--- src/rtl/zrle_decoder.sv ---
// Zero-run-length decoder: unpacks an MSB-first ZRLE word stream into one decoded bit per handshake.
// Latency: head '1' of an accepted word is presented the next cycle; a zero run appears after one bubble cycle.
// Backpressure: rdy_i stalls bit emission with outputs held stable; rdy_o drops while the 2-word buffer cannot take a word.
module zrle_decoder #(
  parameter int DATA_W           = 8,
  parameter int LOG_MAX_ZRLE_LEN = 4,
  parameter int BLK_LEN          = 64
) (
  input  logic              clk_i,
  input  logic              rst_i,
  input  logic [DATA_W-1:0] data_i,
  input  logic              vld_i,
  output logic              rdy_o,
  output logic              is_one_o,
  output logic              last_o,
  output logic              vld_o,
  input  logic              rdy_i,
  output logic              idle_o
);

  localparam int BUF_W  = 2 * DATA_W;
  localparam int FILL_W = $clog2(BUF_W + 1);
  localparam int CNT_W  = $clog2(BLK_LEN + 1);
  localparam int SYM_W  = LOG_MAX_ZRLE_LEN + 1;
  localparam int RUN_W  = LOG_MAX_ZRLE_LEN + 1;
  localparam int OFS_W  = $clog2(DATA_W);

  typedef enum logic [1:0] {DECODE, ZEROS, DRAIN} state_t;

  state_t                      state_q;
  logic [BUF_W-1:0]            buf_q, buf_d;
  logic [FILL_W-1:0]           fill_q, fill_d, fill_rem, consumed;
  logic [CNT_W-1:0]            out_cnt_q, left;
  logic [RUN_W-1:0]            run_q, run_len, run_ld;
  logic [LOG_MAX_ZRLE_LEN-1:0] l_field;
  logic                        head, have_sym, accept, is_last;

  // Buffer is left-aligned, so the next symbol always starts at the MSB.
  assign head     = buf_q[BUF_W-1];
  assign l_field  = buf_q[BUF_W-2 -: LOG_MAX_ZRLE_LEN];
  assign have_sym = fill_q >= FILL_W'(SYM_W);
  assign is_last  = out_cnt_q == CNT_W'(BLK_LEN - 1);

  // Outputs decode registered state only, so they never depend on rdy_i.
  assign vld_o    = (state_q == ZEROS) || ((state_q == DECODE) && (fill_q != '0) && head);
  assign is_one_o = (state_q == DECODE) && (fill_q != '0) && head;
  assign last_o   = vld_o && is_last;
  assign rdy_o    = (state_q != DRAIN) && (fill_q <= FILL_W'(DATA_W));
  assign accept   = vld_i && rdy_o;
  assign idle_o   = (state_q == DECODE) && (fill_q == '0) && (out_cnt_q == '0);

  // Zero run clipped to what is left of the block; the excess is dropped.
  assign run_len  = RUN_W'(l_field) + RUN_W'(1);
  assign left     = CNT_W'(BLK_LEN) - out_cnt_q;
  assign run_ld   = (32'(run_len) > 32'(left)) ? RUN_W'(left) : run_len;

  // Bits consumed this cycle, then the new word appended right after what remains.
  always_comb begin
    consumed = '0;
    case (state_q)
      DECODE: begin
        if (fill_q != '0) begin
          if (head) begin
            if (rdy_i) consumed = FILL_W'(1);
          end else if (have_sym) begin
            consumed = FILL_W'(SYM_W);
          end
        end
      end
      DRAIN:   consumed = FILL_W'(fill_q[OFS_W-1:0]);
      default: consumed = '0;
    endcase
    fill_rem = fill_q - consumed;
    buf_d    = buf_q << consumed;
    fill_d   = fill_rem;
    if (accept) begin
      // Bits below fill are kept zero, so OR-ing the word in is safe.
      buf_d  = buf_d | ({data_i, {DATA_W{1'b0}}} >> fill_rem);
      fill_d = fill_rem + FILL_W'(DATA_W);
    end
  end

  // Bit buffer and fill level.
  always_ff @(posedge clk_i or posedge rst_i) begin
    if (rst_i) begin
      buf_q  <= '0;
      fill_q <= '0;
    end else begin
      buf_q  <= buf_d;
      fill_q <= fill_d;
    end
  end

  // Symbol FSM: emit ones, load and play out zero runs, drop padding at block end.
  always_ff @(posedge clk_i or posedge rst_i) begin
    if (rst_i) begin
      state_q   <= DECODE;
      out_cnt_q <= '0;
      run_q     <= '0;
    end else begin
      case (state_q)
        DECODE: begin
          if (fill_q != '0) begin
            if (head) begin
              if (rdy_i) begin
                if (is_last) begin
                  out_cnt_q <= '0;
                  state_q   <= DRAIN;
                end else begin
                  out_cnt_q <= out_cnt_q + CNT_W'(1);
                end
              end
            end else if (have_sym) begin
              run_q   <= run_ld;
              state_q <= ZEROS;
            end
          end
        end
        ZEROS: begin
          if (rdy_i) begin
            run_q <= run_q - RUN_W'(1);
            if (is_last) begin
              out_cnt_q <= '0;
              state_q   <= DRAIN;
            end else begin
              out_cnt_q <= out_cnt_q + CNT_W'(1);
              if (run_q == RUN_W'(1)) state_q <= DECODE;
            end
          end
        end
        DRAIN:   state_q <= DECODE;
        default: state_q <= DECODE;
      endcase
    end
  end

endmodule

--- config.mk ---
export PLATFORM = sky130hd
export DESIGN_NAME = zrle_decoder
export DESIGN_NICKNAME = d
export VERILOG_FILES = /design/src/rtl/zrle_decoder.sv
export SDC_FILE = /design/constraint.sdc
export NUM_CORES = 1
export LEC_CHECK = 0
export BUFFER_PORTS_ARGS = -buffer_cell sky130_fd_sc_hd__clkbuf_2
export CAP_MARGIN = 5
export CORE_MARGIN = 5
export CORE_UTILIZATION = 60
export DETAILED_ROUTE_END_ITERATION = 7
export GPL_TIMING_DRIVEN = 0
export PLACE_DENSITY = 0.84
export RECOVER_POWER = 100
export SLEW_MARGIN = 20
export SYNTH_ARGS = -nofsm -noshare
export SYNTH_HDL_FRONTEND = slang
export SYNTH_SLANG_ARGS = --single-unit
--- constraint.sdc ---
create_clock -name clk_i -period 4.1 [get_ports clk_i]
set_clock_uncertainty 0.15 [all_clocks]
set_input_delay 0.615 -clock clk_i [delete_from_list [all_inputs] [get_ports clk_i]]
set_output_delay 0.615 -clock clk_i [all_outputs]
set_load 0.05 [all_outputs]
# [Word-level counts from Yosys, hierarchy flattened]
# Cells that the tools add are included.
[totals] reg_bits=35 word_cells=74 inputBits=12
[classes] magnitude_cmp=3 n_reduce_logical=16 addsub=6 shifts=2 n_eq_ne=14 mux=27 bitwise_logic=1
[ops] op="two-way mux 5 bit" count=8
[ops] op="two-way mux 7 bit" count=4
[ops] op="case mux 5 bit (2 select lines)" count=2
[ops] op="two-way mux 16 bit" count=1
[ops] op="two-way mux 2 bit" count=8
[ops] op="OR 16 bit" count=1
[ops] op="<< shifter 16 x 5 -> 16 bit" count=1
[ops] op="right shift 16 x 5 -> 16 bit" count=1
[ops] op="case mux 7 bit (2 select lines)" count=1
[ops] op="!= test 2 bit (second input constant)" count=5
[ops] op="!= test 3 bit (second input constant)" count=3
[ops] op="adder 7 x 1 -> 7 bit (second input constant)" count=1
[ops] op="== test 7 x 6 -> 1 bit (second input constant)" count=1
[ops] op="greater-than comparator 5 x 7 -> 1 bit" count=1
[ops] op="logical AND 1 bit" count=7
[ops] op="zero test 7 bit" count=1
[ops] op="subtractor 7 bit (first input constant)" count=1
[ops] op="AND reduction 6 bit" count=1
[ops] op="adder 4 x 1 -> 5 bit (second input constant)" count=1
[ops] op="adder 5 x 4 -> 5 bit (second input constant)" count=1
[ops] op="== test 5 x 1 -> 1 bit (second input constant)" count=1
[ops] op=">= comparator 5 x 3 -> 1 bit (second input constant)" count=1
[ops] op="<= comparator 5 x 4 -> 1 bit (second input constant)" count=1
[ops] op="zero test 5 bit" count=1
[ops] op="other kinds (15)" count=15

# [Depth between registers and ports, before layout]
[depth] word_depth=9 mapped_depth=16

# [Least setup slack after synthesis]
# No wires, ideal clock.
[synth_path] path_kind="register to register" start="register fill_q[3]" end="register buf_q[5]" arrival_ps=3255 period_less_slack_ps=3531 path_stages_with_launch=15 setup_slack_ps=569 n_path_buf=3 t_required_ps=3824 setup_ps=126 cell_sequence="dfrtp_1 > clkbuf_1 > nor4_1 > o21ai_0 > nand3_1 > buf_1 > inv_1 > ha_1 > inv_1 > ha_1 > buf_1 > mux2_2 > o21ai_0 > o32ai_1 > a221o_1"
[synth_between] elab_chain_cells=9 word_cells_on_any_way=14
[synth_rtl] element="start, declared" line_no="32" text="logic [FILL_W-1:0] fill_q, fill_d, fill_rem, consumed;"
[synth_rtl] element="start signal, assigned" line_no="90" text="fill_q <= fill_d;"
[synth_rtl] element=">= comparator 5 x 3 -> 1 bit" line_no="41" text="assign have_sym = fill_q >= FILL_W'(SYM_W);"
[synth_rtl] element="two-way mux 3 bit" line_no="65" text="end else if (have_sym) begin"
[synth_rtl] element="two-way mux 5 bit" line_no="63" text="if (head) begin"
[synth_rtl] element="two-way mux 5 bit" line_no="62" text="if (fill_q != '0) begin"
[synth_rtl] element="case mux 5 bit (2 select lines)" line_no="60" text="case (state_q)"
[synth_rtl] element="subtractor 5 bit" line_no="73" text="fill_rem = fill_q - consumed;"
[synth_rtl] element="right shift 16 x 5 -> 16 bit" line_no="78" text="buf_d = buf_d | ({data_i, {DATA_W{1'b0}}} >> fill_rem);"
[synth_rtl] element="OR 16 bit" line_no="78"
[synth_rtl] element="two-way mux 16 bit *" line_no="76" text="if (accept) begin"
[synth_rtl] element="via buf_d[5]" line_no="31" text="logic [BUF_W-1:0] buf_q, buf_d;"
[synth_rtl] element="end signal, assigned" line_no="89" text="buf_q <= buf_d;"
[synth_rtl] element="end, declared" line_no="31"
# The timed path passes the listed nets; every way through them passes the cells marked *.
# A chain may end at the register's enable or synchronous reset.

# [Worst setup path after layout]
[layout_path] start="register fill_q[1]" end="register buf_q[3]"
# Same word-level chain as after synthesis.

==> flow_metrics.py <==
metrics = {
    "outcome": {
        "status": "finished clean",
    },
    "setup_path": {
        "critPathCaptureType": "register",
        "required_ps": 4150,
        "regToRegSetupSlack_ps": 330,
        "path_class": "reg -> reg",
        "cp.arrival_ps": 3830,
        "worstPathMaxFanout": 10,
        "worstSetupStartpointType": "register",
    },
    "cts": {
        "worstSkewPairLatency_ps": 300,
        "cts_buffers": 5,
        "clkSinkCount": 35,
        "cts_buffer_depth": 2,
        "clkTransAtPathRegs_ps": 80,
        "tritoncts": "done",
        "htree_levels": 2,
        "postCtsSetupRepairBufs": 0,
        "cts_root_buffer": "clkbuf_8",
    },
    "finish": {
        "final_nets": 378,
        "layout_commonest_cell": "mux2i_1",
        "drive_above_1_share_pct": 12.1,
        "regArea_sq_um": 876,
        "final_cells": 408,
        "final_area_sq_mm": 0.00313,
        "fillCellCount": 403,
        "area_growth_pct": 9.25,
        "multiInputGateArea_sq_mm": 0.00185,
        "diodes": 0,
        "final_cell_mix": "mux2i_1, dfrtp_1, nor2_1",
    },
    "yosys": {
        "yosysWarningCount": 0,
        "synth_top_area_cell": "dfrtp_1",
        "seq_area_frac_synth_pct": 30.5,
        "synthSimpleGateAreaFrac_pct": 18.9,
        "postSynthAreaPerCell_sq_um": 8.64,
        "synth_ff_type": "dfrtp_1",
        "synthTopCellsByArea": "dfrtp_1, mux2i_1, ha_1",
        "synthMuxAreaShare_pct": 16.4,
        "synth_compound_area_share_pct": 19.8,
        "yosysTopAreaCellShare_pct": 30.5,
        "mappedNetlistNets": 357,
        "synth_xor_area_share_pct": 3.36,
        "ys_ff_latch": 35,
        "netlist_instances": 332,
        "synthAdderAreaFrac_pct": 5.67,
        "synth_area_sq_mm": 0.00287,
        "synth_async_sr_flop_share_pct": 100,
        "synth_top_family_by_area": "compound AO/OA/AOI/OAI gates",
        "ys_types": 48,
        "synth_edf_count": 0,
    },
    "die": {
        "fp.dieW_microns": 79.1,
        "core_area_sq_mm": 0.00469,
        "row_count": 25,
        "dieHeight_microns": 79.1,
        "pin_count": 17,
        "die_area_sq_mm": 0.00626,
        "start_util_pct": 61.1,
    },
    "drt": {
        "num_vias": 2582,
        "drcViolationCount": 0,
        "ant_nets": 0,
        "vias_per_cell": 6.33,
        "routed_wl_mm": 6.78,
        "first_pass_iters": 4,
        "drt_iter0_markers": 148,
        "wl_per_cell_microns": 16.6,
    },
    "sta": {
        "fin_crit_sh_pct": 92.0,
        "worst_slew_pin_slew_ps": 1330,
        "rsz0062_at_grt": "no",
        "hold_viol_final": 0,
        "hold_slack_ps": 397,
        "setup-violations-final": 0,
        "postLayoutSetupSlackWorst_ps": 328,
        "drv_slew": 0,
        "period_needed_ps": 3770,
        "relSlewSlack_pct": 11.4,
        "max_freq_mhz": 265,
    },
    "grt": {
        "grt_max_degree": 36,
        "grt_overflow": 0,
        "grt_use_total_pct": 23.0,
        "grt_pass1_wl_mm": 11.3,
        "antenna_found_initial": 0,
        "grt_pass1_vias": 2483,
    },
    "place": {
        "hpwl_mm": 5.17,
        "io_buffer_count": 16,
        "post-place-cells": 402,
        "place_area_sq_mm": 0.00302,
        "dp_slack_ps": -98.1,
        "finalWeightedCongestion": 0.920,
    },
    "job": {
        "drv_cap": 0,
    },
    "power_and_ir_drop": {
        "power.leakage_uw": 0.00149,
        "p_total_uw": 3010,
        "power.density_mw_per_mm2": 962,
        "peakVddDrop_v": 0.000706,
    },
    "hold_path": {
        "hold_class": "reg -> reg",
    },
}
-- per-stage QoR --
| step | util, % | TNS (ps) |
|---|---|---|
| finish | 66.8 | 0 |
| global route | 66.8 | 0 |
| CTS | 67.0 | 0 |
| detailed placement | 64.3 | -194 |
| global placement | 64.3 | 0 |
| floorplan | - | 0 |
-- report_power, final --
group,switching [uW],leakage [uW],internal (uW)
clock network,127,0.0000612,197
registers,179,0.000413,511
logic,1170,0.00101,826
total,1480,0.00149,1530
-- path summary, 6_finish.rpt --
path | startpoint | to | cells after the start
setup / recovery | fill_q[1] | buf_q[3] | 15
hold / removal | run_q[1] | run_q[1] | 1
setup reg to reg | fill_q[1] | buf_q[3] | 15
hold reg to reg | run_q[1] | run_q[1] | 1
max in group asynchronous | rst_i | buf_q[14] | 2
min in group asynchronous | rst_i | run_q[1] | 2
-- registers in the layout, summed over array words and instances (netlist names) --
register and flops:
state_q 2, run_q 5, fill_q 5, buf_q 16, out_cnt_q 7
-- cell type report --
class / instances / share of cell area, %
flip-flops and latches: 35 / 28.0
multi-input cells: 259 / 59.0
inverters: 21 / 2.52
clock buffers: 6 / 2.64
plain buffers: 15 / 2.28
repair buffers: 16 / 2.36
clock inverters: 2 / 1.12
well taps: 54 / 2.16
-- cell usage after synthesis, types with 5 or more instances --
| master | count |
|---|---|
| a21oi_1 | 16 |
| a221o_1 | 10 |
| and2_1 | 5 |
| clkbuf_1 | 11 |
| dfrtp_1 | 35 |
| ha_1 | 13 |
| inv_1 | 21 |
| mux2_2 | 7 |
| mux2i_1 | 39 |
| nand2_1 | 22 |
| nand3_1 | 17 |
| nor2_1 | 31 |
| nor3_1 | 6 |
| o21ai_0 | 16 |
| o22ai_1 | 8 |
| or3_1 | 8 |
| xnor2_1 | 7 |
-- critical path: stages, from the launching register on --
cell,delay (ps)
dfrtp_1,370
clkbuf_1,200
nor4_1,320
o21ai_0,180
nand3_1,210
buf_2,320
inv_1,70
ha_1,180
inv_1,90
ha_1,150
a21oi_1,70
xnor2_2,380
clkbuf_1,360
mux2i_1,350
a21oi_1,120
o22ai_1,160
-- cells by family (layout without fill, tap and decap cells) --
family | after synthesis | in the layout
AND/OR/NAND/NOR | 110 | 110
AO/OA/AOI/OAI | 79 | 79
multiplexers | 46 | 46
buffers and inverters | 38 | 60
flip-flops | 35 | 35
adder cells (fa/ha/maj) | 13 | 13
XOR/XNOR | 11 | 11
-- what timing repair did --
item	CTS	global route
hold endpoints to repair	0	0
gates resized for setup	2	7
hold buffers	0	0
setup endpoints to repair	5	12
-- per-layer routing --
layer	global-route usage [%]	wire, microns
met1	28.6	2980
met2	39.0	3330
met3	4.65	301
met4	9.11	168
met5	0	0
Power figures use the tool's default switching activity.
